**config.mk**
```make
export PLATFORM = sky130hd
export DESIGN_NAME = vga_capture_decoder_flat
export DESIGN_NICKNAME = d
export VERILOG_FILES = /design/src/rtl/vga_capture_decoder_if.sv /design/src/rtl/vga_capture_decoder.sv /design/src/flat_wrapper.sv
export SDC_FILE = /design/constraint.sdc
export NUM_CORES = 1
export LEC_CHECK = 0
export BUFFER_PORTS_ARGS = -buffer_cell sky130_fd_sc_hd__buf_4
export CORE_UTILIZATION = 55
export DETAILED_ROUTE_END_ITERATION = 12
export HOLD_SLACK_MARGIN = 0.05
export PLACE_DENSITY = 0.88
export SYNTH_ARGS = -nofsm -noshare
export SYNTH_HDL_FRONTEND = slang
export SYNTH_SLANG_ARGS = --single-unit
```
**constraint.sdc**
```tcl
create_clock -name iVGA_CLK -period 4.8 [get_ports iVGA_CLK]
set_input_delay 0.96 -clock iVGA_CLK [delete_from_list [all_inputs] [get_ports iVGA_CLK]]
set_output_delay 0.96 -clock iVGA_CLK [all_outputs]
set_load 0.01 [all_outputs]
```
**src/rtl/vga_capture_decoder_if.sv**
```systemverilog
// Video-in / framebuffer-write bundle for vga_capture_decoder.
// The master side is the video source (and framebuffer sink); the slave
// side is the decoder itself.
interface vga_capture_decoder_if;
  logic        iHS;
  logic        iVS;
  logic        iBLANK_n;
  logic [7:0]  iB_data;
  logic [7:0]  iG_data;
  logic [7:0]  iR_data;
  logic [18:0] oADDR;
  logic [23:0] oPIXEL;
  logic        oWR_EN;
  logic [9:0]  oX;
  logic [9:0]  oY;
  logic [9:0]  oH_ACTIVE;
  logic [9:0]  oV_ACTIVE;
  logic        oLOCKED;
  logic        oFRAME_DONE;

  modport master (
    output iHS, iVS, iBLANK_n, iB_data, iG_data, iR_data,
    input  oADDR, oPIXEL, oWR_EN, oX, oY, oH_ACTIVE, oV_ACTIVE, oLOCKED, oFRAME_DONE
  );

  modport slave (
    input  iHS, iVS, iBLANK_n, iB_data, iG_data, iR_data,
    output oADDR, oPIXEL, oWR_EN, oX, oY, oH_ACTIVE, oV_ACTIVE, oLOCKED, oFRAME_DONE
  );
endinterface

```
**src/rtl/vga_capture_decoder.sv**
```systemverilog
// vga_capture_decoder: samples a VGA-style stream, measures its active
// geometry, locks once two consecutive frames agree and then emits one
// framebuffer write per active pixel together with its coordinates.
module vga_capture_decoder #(
  parameter int FB_DEPTH = 307200
) (
  input logic                  iVGA_CLK,
  input logic                  iRST_n,
  vga_capture_decoder_if.slave vga
);
  typedef enum logic [1:0] {
    SEARCH  = 2'd0,
    MEASURE = 2'd1,
    LOCKED  = 2'd2
  } state_t;

  localparam logic [31:0] FB_DEPTH_U = 32'(FB_DEPTH);

  // 10-bit increment that sticks at full scale
  function automatic logic [9:0] sat_inc10(input logic [9:0] v);
    return (v == 10'd1023) ? v : v + 10'd1;
  endfunction

  logic        hs1_r, vs1_r, blank1_r, hs2_r, vs2_r;
  logic [23:0] pix1_r;
  logic [9:0]  cnt_x_r, cnt_y_r, cur_w_r, w_r, h_r;
  logic        bad_r;
  logic [18:0] addr_r;
  state_t      state_r, state_s;
  logic        done_r;
  logic        line_end_s, frame_end_s, capture_s;
  logic [9:0]  line_y_s, line_w_s;
  logic        line_bad_s, frame_good_s, frame_match_s, store_s, done_s;

  logic        wr_en_r, locked_r, frame_done_r;
  logic [23:0] pixel_r;
  logic [9:0]  x_r, y_r, h_act_r, v_act_r;
  logic [18:0] addr_out_r;

  assign line_end_s  = hs2_r & ~hs1_r;
  assign frame_end_s = vs2_r & ~vs1_r;
  assign capture_s   = blank1_r & (state_r == LOCKED);

  // Input sampling plus a second sync stage for fall detection
  always_ff @(posedge iVGA_CLK or negedge iRST_n) begin
    if (!iRST_n) begin
      hs1_r    <= 1'b0;
      vs1_r    <= 1'b0;
      blank1_r <= 1'b0;
      pix1_r   <= 24'd0;
      hs2_r    <= 1'b0;
      vs2_r    <= 1'b0;
    end else begin
      hs1_r    <= vga.iHS;
      vs1_r    <= vga.iVS;
      blank1_r <= vga.iBLANK_n;
      pix1_r   <= {vga.iB_data, vga.iG_data, vga.iR_data};
      hs2_r    <= hs1_r;
      vs2_r    <= vs1_r;
    end
  end

  // Frame accumulators as they stand once any line closing this cycle is folded in,
  // so a coincident frame end sees the last line
  always_comb begin
    line_y_s   = cnt_y_r;
    line_w_s   = cur_w_r;
    line_bad_s = bad_r;
    if (blank1_r && !line_end_s && (cnt_x_r == 10'd1023)) begin
      line_bad_s = 1'b1;
    end else begin
      line_bad_s = bad_r;
    end
    if (line_end_s && (cnt_x_r != 10'd0)) begin
      line_y_s = sat_inc10(cnt_y_r);
      if (cnt_y_r == 10'd1023) begin
        line_bad_s = 1'b1;
      end else begin
        line_bad_s = line_bad_s;
      end
      if (cnt_y_r == 10'd0) begin
        line_w_s = cnt_x_r;
      end else if (cnt_x_r != cur_w_r) begin
        line_bad_s = 1'b1;
      end else begin
        line_w_s = cur_w_r;
      end
    end else begin
      line_y_s = cnt_y_r;
    end
  end

  assign frame_good_s  = ~line_bad_s & (line_y_s != 10'd0);
  assign frame_match_s = (line_w_s == w_r) & (line_y_s == h_r);

  // Lock FSM: next state, geometry store strobe and frame-done request
  always_comb begin
    state_s = state_r;
    store_s = 1'b0;
    done_s  = 1'b0;
    case (state_r)
      SEARCH: begin
        if (frame_end_s) state_s = MEASURE;
        else             state_s = SEARCH;
      end
      MEASURE: begin
        if (frame_end_s && frame_good_s && frame_match_s) state_s = LOCKED;
        else if (frame_end_s)                             store_s = 1'b1;
        else                                              state_s = MEASURE;
      end
      LOCKED: begin
        if (frame_end_s && frame_good_s && frame_match_s) begin
          done_s = 1'b1;
        end else if (frame_end_s) begin
          state_s = MEASURE;
          store_s = 1'b1;
        end else begin
          state_s = LOCKED;
        end
      end
      default: state_s = SEARCH;
    endcase
  end

  // State, line/frame measurement and capture address
  always_ff @(posedge iVGA_CLK or negedge iRST_n) begin
    if (!iRST_n) begin
      state_r <= SEARCH;
      cnt_x_r <= 10'd0;
      cnt_y_r <= 10'd0;
      cur_w_r <= 10'd0;
      bad_r   <= 1'b0;
      w_r     <= 10'd0;
      h_r     <= 10'd0;
      addr_r  <= 19'd0;
      done_r  <= 1'b0;
    end else begin
      state_r <= state_s;
      done_r  <= done_s;
      if (line_end_s)    cnt_x_r <= 10'd0;
      else if (blank1_r) cnt_x_r <= sat_inc10(cnt_x_r);
      if (frame_end_s) begin
        cnt_y_r <= 10'd0;
        cur_w_r <= 10'd0;
        bad_r   <= 1'b0;
      end else begin
        cnt_y_r <= line_y_s;
        cur_w_r <= line_w_s;
        bad_r   <= line_bad_s;
      end
      // a bad frame leaves zeros so it can never be matched by the next one
      if (store_s) begin
        w_r <= frame_good_s ? line_w_s : 10'd0;
        h_r <= frame_good_s ? line_y_s : 10'd0;
      end
      if (frame_end_s)                           addr_r <= 19'd0;
      else if (blank1_r && addr_r != 19'h7FFFF)  addr_r <= addr_r + 19'd1;
    end
  end

  // Registered outputs: capture stream and lock status
  always_ff @(posedge iVGA_CLK or negedge iRST_n) begin
    if (!iRST_n) begin
      wr_en_r      <= 1'b0;
      pixel_r      <= 24'd0;
      x_r          <= 10'd0;
      y_r          <= 10'd0;
      addr_out_r   <= 19'd0;
      locked_r     <= 1'b0;
      h_act_r      <= 10'd0;
      v_act_r      <= 10'd0;
      frame_done_r <= 1'b0;
    end else begin
      wr_en_r <= capture_s & ({13'd0, addr_r} < FB_DEPTH_U);
      if (capture_s) begin
        pixel_r    <= pix1_r;
        x_r        <= cnt_x_r;
        y_r        <= cnt_y_r;
        addr_out_r <= addr_r;
      end
      locked_r     <= (state_r == LOCKED);
      h_act_r      <= (state_r == LOCKED) ? w_r : 10'd0;
      v_act_r      <= (state_r == LOCKED) ? h_r : 10'd0;
      frame_done_r <= done_r;
    end
  end

  assign vga.oWR_EN      = wr_en_r;
  assign vga.oPIXEL      = pixel_r;
  assign vga.oX          = x_r;
  assign vga.oY          = y_r;
  assign vga.oADDR       = addr_out_r;
  assign vga.oLOCKED     = locked_r;
  assign vga.oH_ACTIVE   = h_act_r;
  assign vga.oV_ACTIVE   = v_act_r;
  assign vga.oFRAME_DONE = frame_done_r;
endmodule

```
**src/flat_wrapper.sv**
```systemverilog
// flat-port wrapper written by rule: the top's interface ports become plain ports
module vga_capture_decoder_flat 
#(
  parameter int FB_DEPTH = 307200
)
  (iVGA_CLK, iRST_n, vga_iHS, vga_iVS, vga_iBLANK_n, vga_iB_data, vga_iG_data, vga_iR_data, vga_oADDR, vga_oPIXEL, vga_oWR_EN, vga_oX, vga_oY, vga_oH_ACTIVE, vga_oV_ACTIVE, vga_oLOCKED, vga_oFRAME_DONE);
  vga_capture_decoder_if vga_i ();
  input logic iVGA_CLK;
  input logic iRST_n;
  input wire logic [$bits(vga_i.iHS)-1:0] vga_iHS;
  input wire logic [$bits(vga_i.iVS)-1:0] vga_iVS;
  input wire logic [$bits(vga_i.iBLANK_n)-1:0] vga_iBLANK_n;
  input wire logic [$bits(vga_i.iB_data)-1:0] vga_iB_data;
  input wire logic [$bits(vga_i.iG_data)-1:0] vga_iG_data;
  input wire logic [$bits(vga_i.iR_data)-1:0] vga_iR_data;
  output wire logic [$bits(vga_i.oADDR)-1:0] vga_oADDR;
  output wire logic [$bits(vga_i.oPIXEL)-1:0] vga_oPIXEL;
  output wire logic [$bits(vga_i.oWR_EN)-1:0] vga_oWR_EN;
  output wire logic [$bits(vga_i.oX)-1:0] vga_oX;
  output wire logic [$bits(vga_i.oY)-1:0] vga_oY;
  output wire logic [$bits(vga_i.oH_ACTIVE)-1:0] vga_oH_ACTIVE;
  output wire logic [$bits(vga_i.oV_ACTIVE)-1:0] vga_oV_ACTIVE;
  output wire logic [$bits(vga_i.oLOCKED)-1:0] vga_oLOCKED;
  output wire logic [$bits(vga_i.oFRAME_DONE)-1:0] vga_oFRAME_DONE;
  assign vga_i.iHS = vga_iHS;
  assign vga_i.iVS = vga_iVS;
  assign vga_i.iBLANK_n = vga_iBLANK_n;
  assign vga_i.iB_data = vga_iB_data;
  assign vga_i.iG_data = vga_iG_data;
  assign vga_i.iR_data = vga_iR_data;
  assign vga_oADDR = vga_i.oADDR;
  assign vga_oPIXEL = vga_i.oPIXEL;
  assign vga_oWR_EN = vga_i.oWR_EN;
  assign vga_oX = vga_i.oX;
  assign vga_oY = vga_i.oY;
  assign vga_oH_ACTIVE = vga_i.oH_ACTIVE;
  assign vga_oV_ACTIVE = vga_i.oV_ACTIVE;
  assign vga_oLOCKED = vga_i.oLOCKED;
  assign vga_oFRAME_DONE = vga_i.oFRAME_DONE;
  vga_capture_decoder #(.FB_DEPTH(FB_DEPTH)) u_core (.iVGA_CLK(iVGA_CLK), .iRST_n(iRST_n), .vga(vga_i));
endmodule
```
# Word level (Yosys, flattened, before mapping)

Cells that the tools add are included.

Register bits after elaboration: 188
Input port bits: 29
Output and inout bits: 86
Logic and storage cells: 96

Add/sub/neg operators: 3
$lt $le $gt $ge: 1
Equality and inequality tests: 11
Multiplexer cells: 32
Bitwise operators: 9
Reductions and logical operators: 16

Operators by type and width:

| cell                    | count |
|---|---|
| $mux W10                | 13 |
| $mux W19                | 2 |
| $add A10 B1 Y10 const B | 2 |
| $eq A10 B10 Y1          | 2 |
| $eq A10 B10 Y1 const B  | 2 |
| $reduce_bool A10 Y1     | 2 |
| $add A19 B1 Y19 const B | 1 |
| $lt A19 B19 Y1 const B  | 1 |
| $ne A19 B19 Y1 const B  | 1 |
| $mux W1                 | 12 |
| $logic_not A10 Y1       | 1 |
| $ne A10 B10 Y1          | 1 |
| $mux W2                 | 4 |
| $and A1 B1 Y1           | 6 |
| $logic_and A1 B1 Y1     | 6 |
| $pmux W2 S3             | 1 |
| $reduce_and A2 Y1       | 2 |
| $reduce_bool A2 Y1      | 2 |
| $ne A3 B3 Y1 const B    | 1 |
| $not A1 Y1              | 3 |
| $eq A2 B1 Y1 const B    | 1 |
| $eq A2 B2 Y1 const B    | 1 |
| $logic_not A2 Y1        | 1 |
| $ne A2 B1 Y1 const B    | 1 |
| other kinds (3)         | 3 |

# Longest topological paths before layout

Depth in word-level cells: 16
Gate-level depth with buffers: 14
Gate-level depth less buffers: 11

# Least setup slack after synthesis

OpenSTA, ideal clock, no wires.

Path type: reg2reg
Start point: register u_core.cnt_x_r[0]
End point: register u_core.h_r[0]
Setup time: 125 ps
Data arrival time: 3407 ps
Data required time: 4675 ps
Slack: 1268 ps
Cell stages (with the launch flop): 15
Path buffers: 3
Clock period less this slack: 3532 ps
Path through: dfrtp_1 > inv_1 > ha_1 > or4b_4 > o31a_1 > buf_6 > buf_8 > nand3_2 > a21oi_1 > a2111oi_4 > nand4_1 > nor4_4 > nand3b_4 > buf_12 > mux2_4

Longest elaborated chain between the ends: 13
Elaborated cells on any way between the ends: 24
Classes of those cells: eq/ne: 4; mux: 11; bitwise: 3; reduce/logical: 6

RTL lines:

| element                           | RTL line                                               | text |
|---|---|---|
| start: declaration                | vga_capture_decoder.sv:26                              | `logic [9:0] cnt_x_r, cnt_y_r, cur_w_r, w_r, h_r;` |
| start signal: assignment          | vga_capture_decoder.sv:141                             | `else if (blank1_r) cnt_x_r <= sat_inc10(cnt_x_r);` |
| $eq A10 B10 Y1                    | vga_capture_decoder.sv:69                              | `if (blank1_r && !line_end_s && (cnt_x_r == 10'd1023)) begin` |
| $logic_and A1 B1 Y1               | vga_capture_decoder.sv:69                              |  |
| $mux W1                           | vga_capture_decoder.sv:69                              |  |
| $mux W1                           | vga_capture_decoder.sv:76                              | `if (cnt_y_r == 10'd1023) begin` |
| $mux W1                           | vga_capture_decoder.sv:83                              | `end else if (cnt_x_r != cur_w_r) begin` |
| $mux W1                           | vga_capture_decoder.sv:81                              | `if (cnt_y_r == 10'd0) begin` |
| $mux W1                           | vga_capture_decoder.sv:74                              | `if (line_end_s && (cnt_x_r != 10'd0)) begin` |
| $not A1 Y1                        | vga_capture_decoder.sv:93                              | `assign frame_good_s = ~line_bad_s & (line_y_s != 10'd0);` |
| $and A1 B1 Y1                     | vga_capture_decoder.sv:93                              |  |
| $logic_and A1 B1 Y1 (2 in series) | vga_capture_decoder.sv:107, vga_capture_decoder.sv:112 |  |
| $mux W1                           | vga_capture_decoder.sv:112                             | `if (frame_end_s && frame_good_s && frame_match_s) begin` |
| $mux W1                           | -                                                      |  |
| end signal: assignment            | vga_capture_decoder.sv:154                             | `h_r <= frame_good_s ? line_y_s : 10'd0;` |
| end: declaration                  | vga_capture_decoder.sv:26                              |  |

Parallel ways exist; a longest one is shown, timed or not.
A chain may end at the register's enable or synchronous reset.

# Worst setup path after layout

Start point: register u_core.cnt_x_r[0]
End point: register u_core.h_r[2]

Same word-level chain as after synthesis.

==> qor.csv <==
stage,metric,value,unit
status,status,"finished, final reports clean",
clocking,clk slew on worst S/H paths,0.07,ns
finish,"most common cell after layout, fill and taps aside",dfrtp_1,
grt,antenna violations before repair,0,
clocking,post-cts gate resize count,0,
critical_path,CP arrival,4.55,ns
critical_path,CP endpoint kind,flip-flop,
synthesis,top_reg_cell synth,dfrtp_1,
critical_path,Setup crit end,u_core.h_r[2],
clocking,CTS sink count,188,
routing,Post-Route WL,17.1,mm
grt,largest net degree at the start of global routing,133,
clocking,htree depth,4,
sta,final setup fails,0,
pwr,"Power, Total",4.16,mW
floorplan,Die Wd,125,µm
place,DP Wirelength,11.6,mm
pwr,VDD IR-drop max,241,µV
clocking,worst skew pair latency,0.42,ns
critical_path,"Data required, critical path",5.11,ns
clocking,"Setup Fix Bufs, Post-CTS",0,
grt,global route overflow,0,
critical_path,R2R cell count,11,
synthesis,Post-Syn Area per Cell,12.0,µm²
pwr,Pleak,5.00,nW
critical_path,crit path kind,reg -> reg,
routing,vias,5500,
sta,post-route minimum period,4.24,ns
sta,"Slew Viols, Final",0,
critical_path,worst path cell trace,"inv_1, ha_1, or4b_4, o31a_1, nand3_1, mux2i_1, xnor2_1, or3_1, nor4_4, nand3b_4, mux2_4",
finish,# diodes,0,
finish,Final nets,832,
synthesis,synthesized area,8290,µm²
synthesis,Synth Register Bits,188,
routing,DRC,0,
critical_path,worst reg2reg setup slack,0.56,ns
sta,RSZ-0062 raised after global routing,no,
synthesis,ys async rst share,100,%
pwr,total power per unit cell area,426,nW/µm²
critical_path,Worst Setup SP,u_core.cnt_x_r[0],
finish,Filler Cells Inserted,1112,
routing,drt pass-1 iters,5,
critical_path,max incr delay on CP,0.58,ns
floorplan,Initial Util,56.8,%
synthesis,syn_nets,729,
clocking,CTS tree,built,
sta,crit share post-route,88.4,%
critical_path,worst r2r dst,u_core.h_r[2],
floorplan,Core Box Area,14600,µm²
sta,Achievable Freq,0.236,GHz
floorplan,Ports,115,
worst_hold_path,Hold Path Class,reg -> reg,
sta,clk_skew,0.00845,ns
sta,Fin Setup TNS,0,ns
finish,layout cells sized above 1,30.3,%
floorplan,die area,15600,µm²
finish,final design utilization,67.0,%
clocking,hold-fix buffers at CTS,0,
grt,number of global-route vias before repair,5545,
synthesis,Netlist cell types,61,
synthesis,sequential share of the synthesized area,56.8,%
routing,WL/cell,17.3,µm
grt,Tot GR Track Use,23.1,%
run,max_cap viols,0,
floorplan,FP Rows,44,
routing,vias per cell,5.56,
place,port bufs,114,
clocking,CTS Buffer Depth,2,
finish,"commonest non-fill, non-tap cells in the layout","188 x dfrtp_1, 125 x buf_4, 86 x nor2_1",
clocking,Num CTS Buffers,17,
critical_path,CP Max Fanout,21,
routing,1st-iter DRT viols,351,
routing,DRT antenna net count,0,
synthesis,synth warn,0,
floorplan,Die Y,125,µm
grt,first-pass GRT wire length,28.4,mm
sta,worst-margin pin slew,0.988,ns
sta,Fin. Hold Viols,0,
critical_path,Startpoint Class,flip-flop,
clocking,Clk Tree Root Cell,clkbuf_16,
synthesis,Post-synth EDFFs,0,
place,gpl congestion,0.933,
sta,relative slew slack,34.1,%
finish,Area growth syn-to-layout,18.0,%
synthesis,Post-Syn Instances,691,
critical_path,reg-to-reg critical path startpoint,u_core.cnt_x_r[0],
critical_path,CP max-delay cell,o31a_1,
-- synth_stat cells (13+ instances only) --
library cell  number  share of area, %
o21ai_0           13              0.79
dfrtp_1          188                57
xnor2_1           16               1.7
inv_1             14              0.63
nand4_1           15               1.1
mux2_2            59               8.0
and2_1            24               1.8
clkbuf_1          28               1.3
a21oi_1           21               1.3
nand2_1           35               1.6
mux2_4            20               3.6
nor2_1            86               3.9
xor2_1            41               4.3
-- power by group --
part | internal [mW] | switching (mW)
clock network | 0.675 | 0.569
logic | 0.490 | 0.518
registers | 1.77 | 0.143
-- worst max-delay path, delay by kind of cell, from the launching register on --
kind | cells | cell delay [ns]
multiplexers | 2 | 0.73
AND/OR/NAND/NOR | 5 | 1.95
buffers and inverters | 1 | 0.15
AO/OA/AOI/OAI | 1 | 0.58
XOR/XNOR | 1 | 0.10
flip-flops | 1 | 0.45
adder cells (fa/ha/maj) | 1 | 0.15
-- stage by stage --
stage	hold slack [ns]	cells	cell area, µm²	setup WS (ns)
after CTS	0.349	990	9780	0.575
final	0.348	990	9780	0.557
after floorplan	0.331	691	8290	1.27
after global routing	0.363	990	9780	0.346
after global placement	0.333	959	9260	0.682
after detailed placement	0.335	959	9260	0.598
-- cell type report --
class / instances / area [µm²] / area share [%]
Clock buffer: 22 / 454 / 4.64
Clock inverter: 9 / 66.3 / 0.678
Inverter: 14 / 52.6 / 0.537
Multi-Input combinational cell: 447 / 3320 / 34.0
Sequential cell: 188 / 4700 / 48.1
Tap cell: 184 / 230 / 2.35
Timing Repair Buffer: 126 / 952 / 9.74
-- kinds of logic after synthesis --
logic type,count (synthesis),synth area share [%]
xor+xnor,57,6.03
simple gates,221,13.5
compound gates,69,5.92
buf+inv,56,3.32
fa+ha+maj,9,1.36
flops,188,56.8
mux,91,13.1
-- worst min-delay path by stage --
| stage | start | endpoint | slack [ns] | cells past startpoint |
|---|---|---|---|---|
| 2_1_floorplan | u_core.done_r | u_core.vga.oFRAME_DONE | 0.33 | 0 |
| 3_3_place_gp | u_core.done_r | u_core.vga.oFRAME_DONE | 0.33 | 0 |
| 3_5_place_dp | u_core.done_r | u_core.vga.oFRAME_DONE | 0.33 | 0 |
| 4_1_cts | u_core.done_r | u_core.vga.oFRAME_DONE | 0.35 | 0 |
| 5_1_grt | u_core.done_r | u_core.vga.oFRAME_DONE | 0.36 | 0 |
| 6_report | u_core.done_r | u_core.vga.oFRAME_DONE | 0.35 | 0 |
-- sequential cells by signal, summed over array words and instances (netlist names), 2 cells and up --
register              flops
u_core.addr_r            19
u_core.cnt_x_r           10
u_core.cnt_y_r           10
u_core.cur_w_r           10
u_core.h_r               10
u_core.pix1_r            24
u_core.state_r            2
u_core.vga.oADDR         19
u_core.vga.oH_ACTIVE     10
u_core.vga.oPIXEL        24
u_core.vga.oV_ACTIVE     10
u_core.vga.oX            10
u_core.vga.oY            10
u_core.w_r               10
-- routing by layer --
layer	track usage [%]	vias to the layer above	part of all wire, %
met5	0	-	0
met4	6.80	0	0.68
met3	4.90	8	5.1
met2	37.8	159	50
met1	31.1	2769	45
li1	-	2564	-
Note: power is estimated with default switching activity, not from simulation.
